File: src/rtl/spi_xfer_sched.sv
// spi_xfer_sched: round-robin scheduler that hands whole SPI transactions
// (CS assert, N bytes, CS release) to one of two requesters at a time and
// drives the byte-level SPI master engine on the owner's behalf.
module spi_xfer_sched #(
  parameter int pDivClk  = 16,
  parameter int pLenW    = 8,
  parameter int pCsSetup = 4,
  parameter int pCsHold  = 4
) (
  input  logic                   iSysClk,
  input  logic                   iSysRst,
  input  logic [1:0]             iReq,
  input  logic [2*pLenW-1:0]     iLen,
  input  logic [2*pDivClk-1:0]   iDiv,
  input  logic [15:0]            iWd,
  output logic [1:0]             oWdAck,
  output logic [7:0]             oRd,
  output logic [1:0]             oRdVd,
  output logic [1:0]             oGnt,
  output logic [1:0]             oDone,
  output logic                   oSPIEn,
  output logic [pDivClk-1:0]     oSPIDiv,
  output logic [7:0]             oMWd,
  output logic                   oMSpiCs,
  input  logic [7:0]             iMRd,
  input  logic                   iMSpiIntr
);

  // One shared wait counter covers both the CS setup and the CS hold/gap phases.
  localparam int pWaitMax = (pCsSetup > pCsHold) ? pCsSetup : pCsHold;
  localparam int pWaitW   = (pWaitMax > 1) ? $clog2(pWaitMax) : 1;
  localparam logic [pWaitW-1:0] cSetupLast = pWaitW'(pCsSetup - 1);
  localparam logic [pWaitW-1:0] cHoldLast  = pWaitW'(pCsHold - 1);
  localparam logic [pWaitW-1:0] cWaitOne   = pWaitW'(1);
  localparam logic [pLenW:0]    cRemOne    = (pLenW+1)'(1);

  typedef enum logic [2:0] {
    IDLE,
    CSSU,
    LOAD,
    XFER,
    CSHD,
    CSGAP
  } state_t;

  state_t              state_q, state_d;
  logic [pWaitW-1:0]   cnt_q, cnt_d;
  logic [pLenW:0]      rem_q, rem_d;
  logic                owner_q, owner_d;
  logic                rr_q, rr_d;
  logic [1:0]          gnt_q, gnt_d;
  logic                cs_q, cs_d;
  logic [pDivClk-1:0]  div_q, div_d;
  logic [7:0]          mwd_q, mwd_d;
  logic                spiEn_q, spiEn_d;
  logic [7:0]          rd_q, rd_d;
  logic [1:0]          wdAck_q, wdAck_d;
  logic [1:0]          rdVd_q, rdVd_d;
  logic [1:0]          done_q, done_d;

  logic                win;
  logic [pLenW-1:0]    winLen;
  logic [pDivClk-1:0]  winDiv;
  logic [pLenW:0]      winRem;
  logic [1:0]          ownerHot;

  // Pick the arbitration winner: a lone requester always wins, a tie goes to the rr pointer.
  always_comb begin
    win = 1'b0;
    if (iReq == 2'b10) begin
      win = 1'b1;
    end else if (iReq == 2'b11) begin
      win = rr_q;
    end
    winLen   = win ? iLen[2*pLenW-1:pLenW] : iLen[pLenW-1:0];
    winDiv   = win ? iDiv[2*pDivClk-1:pDivClk] : iDiv[pDivClk-1:0];
    winRem   = (winLen == '0) ? {1'b1, {pLenW{1'b0}}} : {1'b0, winLen};
    ownerHot = owner_q ? 2'b10 : 2'b01;
  end

  // Transaction sequencing and the next value of every registered output.
  always_comb begin
    state_d = state_q;
    cnt_d   = cnt_q;
    rem_d   = rem_q;
    owner_d = owner_q;
    rr_d    = rr_q;
    gnt_d   = gnt_q;
    cs_d    = cs_q;
    div_d   = div_q;
    mwd_d   = mwd_q;
    spiEn_d = spiEn_q;
    rd_d    = rd_q;
    wdAck_d = 2'b00;
    rdVd_d  = 2'b00;
    done_d  = 2'b00;
    case (state_q)
      IDLE: begin
        if (iReq != 2'b00) begin
          owner_d = win;
          rr_d    = ~win;
          gnt_d   = win ? 2'b10 : 2'b01;
          cs_d    = 1'b0;
          div_d   = winDiv;
          rem_d   = winRem;
          cnt_d   = '0;
          state_d = CSSU;
        end
      end
      CSSU: begin
        if (cnt_q == cSetupLast) begin
          cnt_d   = '0;
          state_d = LOAD;
        end else begin
          cnt_d = cnt_q + cWaitOne;
        end
      end
      LOAD: begin
        mwd_d   = owner_q ? iWd[15:8] : iWd[7:0];
        wdAck_d = ownerHot;
        spiEn_d = 1'b1;
        state_d = XFER;
      end
      XFER: begin
        if (iMSpiIntr) begin
          spiEn_d = 1'b0;
          rd_d    = iMRd;
          rdVd_d  = ownerHot;
          rem_d   = rem_q - cRemOne;
          cnt_d   = '0;
          state_d = (rem_q == cRemOne) ? CSHD : LOAD;
        end
      end
      CSHD: begin
        if (cnt_q == cHoldLast) begin
          cs_d    = 1'b1;
          done_d  = ownerHot;
          gnt_d   = 2'b00;
          cnt_d   = '0;
          state_d = CSGAP;
        end else begin
          cnt_d = cnt_q + cWaitOne;
        end
      end
      CSGAP: begin
        if (cnt_q == cHoldLast) begin
          cnt_d   = '0;
          state_d = IDLE;
        end else begin
          cnt_d = cnt_q + cWaitOne;
        end
      end
      default: begin
        state_d = IDLE;
      end
    endcase
  end

  // State and output registers; reset drops CS and the engine enable at once.
  always_ff @(posedge iSysClk or posedge iSysRst) begin
    if (iSysRst) begin
      state_q <= IDLE;
      cnt_q   <= '0;
      rem_q   <= '0;
      owner_q <= 1'b0;
      rr_q    <= 1'b0;
      gnt_q   <= 2'b00;
      cs_q    <= 1'b1;
      div_q   <= '1;
      mwd_q   <= 8'h00;
      spiEn_q <= 1'b0;
      rd_q    <= 8'h00;
      wdAck_q <= 2'b00;
      rdVd_q  <= 2'b00;
      done_q  <= 2'b00;
    end else begin
      state_q <= state_d;
      cnt_q   <= cnt_d;
      rem_q   <= rem_d;
      owner_q <= owner_d;
      rr_q    <= rr_d;
      gnt_q   <= gnt_d;
      cs_q    <= cs_d;
      div_q   <= div_d;
      mwd_q   <= mwd_d;
      spiEn_q <= spiEn_d;
      rd_q    <= rd_d;
      wdAck_q <= wdAck_d;
      rdVd_q  <= rdVd_d;
      done_q  <= done_d;
    end
  end

  assign oWdAck  = wdAck_q;
  assign oRd     = rd_q;
  assign oRdVd   = rdVd_q;
  assign oGnt    = gnt_q;
  assign oDone   = done_q;
  assign oSPIEn  = spiEn_q;
  assign oSPIDiv = div_q;
  assign oMWd    = mwd_q;
  assign oMSpiCs = cs_q;

endmodule

File: config.mk
export PLATFORM = sky130hd
export DESIGN_NAME = spi_xfer_sched
export DESIGN_NICKNAME = d
export VERILOG_FILES = /design/src/rtl/spi_xfer_sched.sv
export SDC_FILE = /design/constraint.sdc
export NUM_CORES = 1
export LEC_CHECK = 0
export ABC_AREA = 0
export BUFFER_PORTS_ARGS = -buffer_cell sky130_fd_sc_hd__buf_2
export CORE_ASPECT_RATIO = 0.7
export CORE_MARGIN = 4
export CORE_UTILIZATION = 48
export DETAILED_ROUTE_END_ITERATION = 10
export MAX_ROUTING_LAYER = met4
export PLACE_DENSITY = 0.89
export SETUP_SLACK_MARGIN = 0.02
export SLEW_MARGIN = 20
export SYNTH_ARGS = -nofsm -noshare
export SYNTH_HDL_FRONTEND = slang
export SYNTH_SLANG_ARGS = --single-unit
File: constraint.sdc
create_clock -name iSysClk -period 1.7 [get_ports iSysClk]
set_input_delay 0 -clock iSysClk [delete_from_list [all_inputs] [get_ports iSysClk]]
set_output_delay 0 -clock iSysClk [all_outputs]
set_load 0.05 [all_outputs]
Word-level counts from Yosys, hierarchy flattened --
Index checks and enable logic that the tools add are counted.
Word-level totals: word-level logic and storage cells 81, output and inout port bits 42, bits in read-only memories 0, memories 0, memory bits (writable) 0, input bits 77, register bits after elaboration 58, latch bits 0
Operators by class: reductions and logical operators 15, shifts and indexed selects 0, add/sub/neg operators 2, div/mod/pow operators 0, multiplexer cells 35, multipliers 0, bitwise operators 1, $lt $le $gt $ge 0, equal/unequal tests 14
Operators with widths (count):
- $mux 9 | 3
- $mux 2 | 12
- $mux 3 | 6
- $pmux 3 s6 | 1
- $pmux 9 s2 | 1
- $mux 16 | 1
- $mux 8 | 2
- $ne 2x2->1 const B | 5
- $eq 9x1->1 const B | 1
- $reduce_and 3->1 | 3
- $sub 9x1->9 const B | 1
- $logic_not 8->1 | 1
- $reduce_bool 2->1 | 4
- $eq 2x2->1 const B | 3
- $eq 3x2->1 const B | 2
- $eq 3x3->1 const B | 2
- $pmux 2 s3 | 1
- $reduce_and 2->1 | 3
- $mux 1 | 5
- $reduce_and 5->1 | 1
- $pmux 1 s2 | 2
- $pmux 2 s2 | 1
- $eq 3x1->1 const B | 1
- $logic_not 3->1 | 1
- 4 further kinds | 4

Depth between registers and ports, before layout --
word-level depth 8, depth in mapped cells 8, gate-level depth less buffers 6

Least setup slack after synthesis --
OpenSTA, ideal clock, no wires.
path type register to register, start register rem_q[0], end register rem_q[7], setup slack 0.158 ns, required time 1.579 ns, clock period less this slack 1.542 ns, setup time 0.121 ns, arrival time 1.420 ns, buffers on the path 0, cell stages (with the launch flop) 6, path through dfrtp_1 > nor3_1 > nand2_1 > or3_2 > a2bb2oi_1 > o22a_1
Between the ends: cells in the longest elaborated chain, start to end 3
RTL lines:
- start, declared | line 48 | logic [pLenW:0] rem_q, rem_d;
- start signal, assigned | line 179 | rem_q <= rem_d;
- $sub 9x1->9 | line 129 | rem_d = rem_q - cRemOne;
- $mux 9 | line 125 | if (iMSpiIntr) begin
- $pmux 9 s2 | line 97 | case (state_q)
No other way between the ends. The select of a mux whose other input is x is not followed. A chain may end at the register's enable or synchronous reset.

Worst setup path in the final report --
start register rem_q[6], end register state_q[2]
Between the ends: cells in the longest elaborated chain, start to end 4
RTL lines:
- $eq 9x1->1 | line 131 | state_d = (rem_q == cRemOne) ? CSHD : LOAD;
- $mux 3 | line 131
- $mux 3 | line 125
- $pmux 3 s6 | line 97
- end signal, assigned | line 177 | state_q <= state_d;
- end, declared | line 46 | state_t state_q, state_d;
No other way between the ends. The select of a mux whose other input is x is not followed.

==> summary.md <==
| Metric | Value |
|---|---|
| Pwr Density | `approximately 1800 mW/mm²` |
| Syn nets | `~370` |
| Ranking of synthesized cells by area | `dfrtp_1 35%, dfstp_2 15%, mux2i_1 11%` |
| Slowest cell on crit path | `or4_4` |
| IO Pins | `119` |
| Clock Skew | `about 0.0081 ns` |
| Mean Syn Cell Area | `10.19 µm²` |
| Post-synth EDFFs | `0` |
| Critical Path RT | `about 2.0 ns` |
| DP Cell Count | `between 400 and 500` |
| Placer Congestion | `0.9103` |
| Crit-path max FO | `4` |
| Tmin final | `~1.7 ns` |
| #FFs+latches synth | `between 50 and 60` |
| Met2 Use GR | `0.4268` |
| Met1 Track Usage GR | `0.3325` |
| Mapped cell area | `~0.0029 mm²` |
| Vias | `around 2,900` |
| Max cap viols | `0` |
| DR pass1 iterations | `4` |
| Die H | `about 73 µm` |
| Clock sinks | `58` |
| First-pass GRT wire length | `about 15 mm` |
| Final net count | `between 500 and 600` |
| Slowest stage delay, CP | `0.55 ns` |
| Post-route ant nets | `0` |
| Worst VDD drop | `roughly 1.6 mV` |
| Crit share post-route | `0.9845` |
| Hold Path Class | `input pin to flip-flop` |
| FP Rows | `23` |
| CTS tree | `done` |
| Horiz. Die Dim | `101.1 µm` |
| Kind of critical path | `flip-flop to flip-flop` |
| Worst-margin pin slew | `approximately 0.61 ns` |
| Initial antenna violation count | `0` |
| Grt ovf | `0` |
| H-tree levels | `3` |
| Iteration-0 DRC Markers | `between 150 and 200` |
| Crit path cell chain | `or4_4 -> nor2_4 -> nand4_1 -> nor4b_2 -> or2_1` |
| Slew Viols, Final | `0` |
| Core area | `roughly 0.0058 mm²` |
| Final hold slack | `roughly 0.022 ns` |
| Routed length per instance | `~17 µm` |
| Drt drc | `0` |
| RSZ-0062 raised after global routing | `true` |
| Multi-input gate area | `around 0.0013 mm²` |
| Max Freq | `about 600 MHz` |
| Asr flop ratio synth | `1.000` |
| Synthesized instance count | `about 290` |
| Startpoint types | `flip-flop` |
| Initial Util | `0.5013` |
| Hpwl dp | `5.526 mm` |
| Filler Cell Count | `approximately 380` |
| P_leak | `about 0.0021 µW` |
| Port Buffers | `approximately 120` |
| Setup crit end kind | `flip-flop` |
| Total global-route track usage | `0.2691` |
| Non-filler cells, final | `549` |
| Die footprint | `between 0.007 and 0.008 mm²` |
| Synth Flop Type | `dfrtp_1` |
| Clk_lat worst skew | `0.34 ns` |
| Hold Fails Final Rpt | `0` |
| Rel. slew slack | `0.5928` |
| Synth area leader | `dfrtp_1` |
| Area growth syn-to-layout | `52.17%` |
| Delay-heaviest family, CP | `simple AND/OR/NAND/NOR gates` |
| Count of different cell masters after synthesis | `45` |
| Longest Clk Path Bufs | `2` |
| Total power | `7907 µW` |
| M3 GR Usage | `0.07736` |
| Worst EP arrival | `about 2 ns` |
| Synth warn | `0` |
| Post-CTS Setup Inserts | `0` |
| Share of cells above drive strength 1 | `0.4198` |
| Overall routed net length | `9.416 mm` |
| Diode count | `0` |
| Largest net degree at the start of global routing | `a little under 60` |
| Synth top area share | `0.3521` |
| CTS Buf Count | `9` |
| Final setup violation count | `0` |
| Pre-CTS setup slack | `approximately 0.010 ns` |
| Final worst setup slack | `0.02637 ns` |
| Outcome | `completed` |
| Vias per std cell | `~5.3` |
| Gr busiest metal | `met2` |
| Clk slew on worst S/H paths | `~0.07 ns` |
| CP bufs+invs | `0` |
| Vias in the first global route | `3,022` |
| Post-synthesis sequential area ratio | `0.5054` |
| Root Buffer | `clkbuf_8` |
| Seq. cell area | `0.001475 mm²` |
[sequential cells by signal (all words and copies together) (netlist names)]
| name | flops |
|---|---|
| rem_q | 9 |
| oMSpiCs | 1 |
| oMWd | 8 |
| oRd | 8 |
| oDone | 2 |
| oWdAck | 2 |
| oSPIDiv | 16 |
| oSPIEn | 1 |
| oRdVd | 2 |
| owner_q | 1 |
| oGnt | 2 |
| rr_q | 1 |
| state_q | 3 |
| cnt_q | 2 |
[worst min-delay path, delay by kind of cell]
kind	cells	cell delay [ns]
multiplexers	1	0.07
AO/OA/AOI/OAI	1	0.16
buffers and inverters	1	0.08
[power by group]
part           internal (µW)  leakage (µW)  switching, µW
Combinational           1330       0.00137           2780
Clock                    653     0.0000935            574
Sequential              2100      0.000664            471
Total                   4080       0.00213           3820
[Yosys cell counts, types with 2 or more instances]
cell and count:
a21o_1 2, a21oi_1 35, a22o_1 3, a22oi_1 4, a2bb2oi_1 2, buf_2 11
buf_4 4, dfrtp_1 41, dfstp_2 17, ha_1 3, inv_1 9, mux2_2 12
mux2i_1 31, nand2_1 14, nand2b_1 2, nand3_1 4, nor2_1 41, nor2_2 4
nor3_1 7, nor4_1 2, o211ai_1 2, o21ai_0 8, o22a_1 3, o22ai_1 3
or3_2 2
[path summary, 6_finish.rpt]
path	start	endpoint	slack (ns)	cells past startpoint
setup / recovery	rem_q[6]	state_q[2]	0.03	5
hold reg to reg	oRd[2]	oRd[2]	0.51	1
min in group asynchronous	iSysRst	oRd[2]	0.27	4
hold / removal	iDiv[9]	oSPIDiv[9]	0.02	3
max in group asynchronous	iSysRst	oSPIDiv[15]	1.13	4
setup reg to reg	rem_q[6]	state_q[2]	0.03	5
[cells in the final DEF, fill, tap and decap left out, types with 3 or more instances in the layout]
| cell type | n |
|---|---|
| clkbuf_8 | 10 |
| nor2_2 | 4 |
| o21ai_0 | 8 |
| dfrtp_1 | 39 |
| dlygate4sd3_1 | 56 |
| o22ai_1 | 3 |
| buf_2 | 118 |
| nand3_1 | 4 |
| buf_4 | 14 |
| a22o_1 | 3 |
| a22oi_1 | 4 |
| a21oi_1 | 34 |
| dfstp_2 | 17 |
| nor2_1 | 40 |
| mux2_2 | 12 |
| o22a_1 | 3 |
| nor3_1 | 6 |
| nand2_1 | 13 |
| mux2i_1 | 31 |
| inv_1 | 8 |
[kinds of logic (layout without fill, tap and decap cells)]
group / Yosys count / after routing / synth area share
AO/OA/AOI/OAI: 71 / 71 / 0.1494
adder cells (fa/ha/maj): 3 / 3 / 0.01288
buffers and inverters: 27 / 215 / 0.04723
flip-flops: 58 / 58 / 0.5054
multiplexers: 43 / 43 / 0.1529
AND/OR/NAND/NOR: 84 / 84 / 0.1322
[cell type report]
cell class | instances | area share
sequential | 58 | 0.3327
inverter | 9 | 0.007619
tap | 75 | 0.02116
multi-input combinational | 201 | 0.3030
timing repair buffer | 190 | 0.2923
clock inverter | 4 | 0.005643
clock buffer | 12 | 0.03753
[stage by stage]
stage | cell area [µm²] | util | TNS (ns)
global route | 4434 | 0.7628 | -0.09108
global placement | 3651 | 0.6281 | 0
CTS | 4409 | 0.7585 | 0
floorplan | 2914 | - | 0
finish | 4434 | 0.7628 | 0
detailed placement | 3651 | 0.6281 | 0
[per-layer routing]
layer	wire length, µm	vias to the layer above
li1	-	1370
met1	3854	1397
met2	4500	153
met3	862	17
met4	199	0
met5	0	-
[timing repair]
item	CTS	global route
hold buffers	56	0
pin swaps	0	0
gates resized for setup	1	9
setup endpoints to repair	1	10
hold endpoints to repair	90	0
Note: power is estimated with default switching activity, not from simulation.
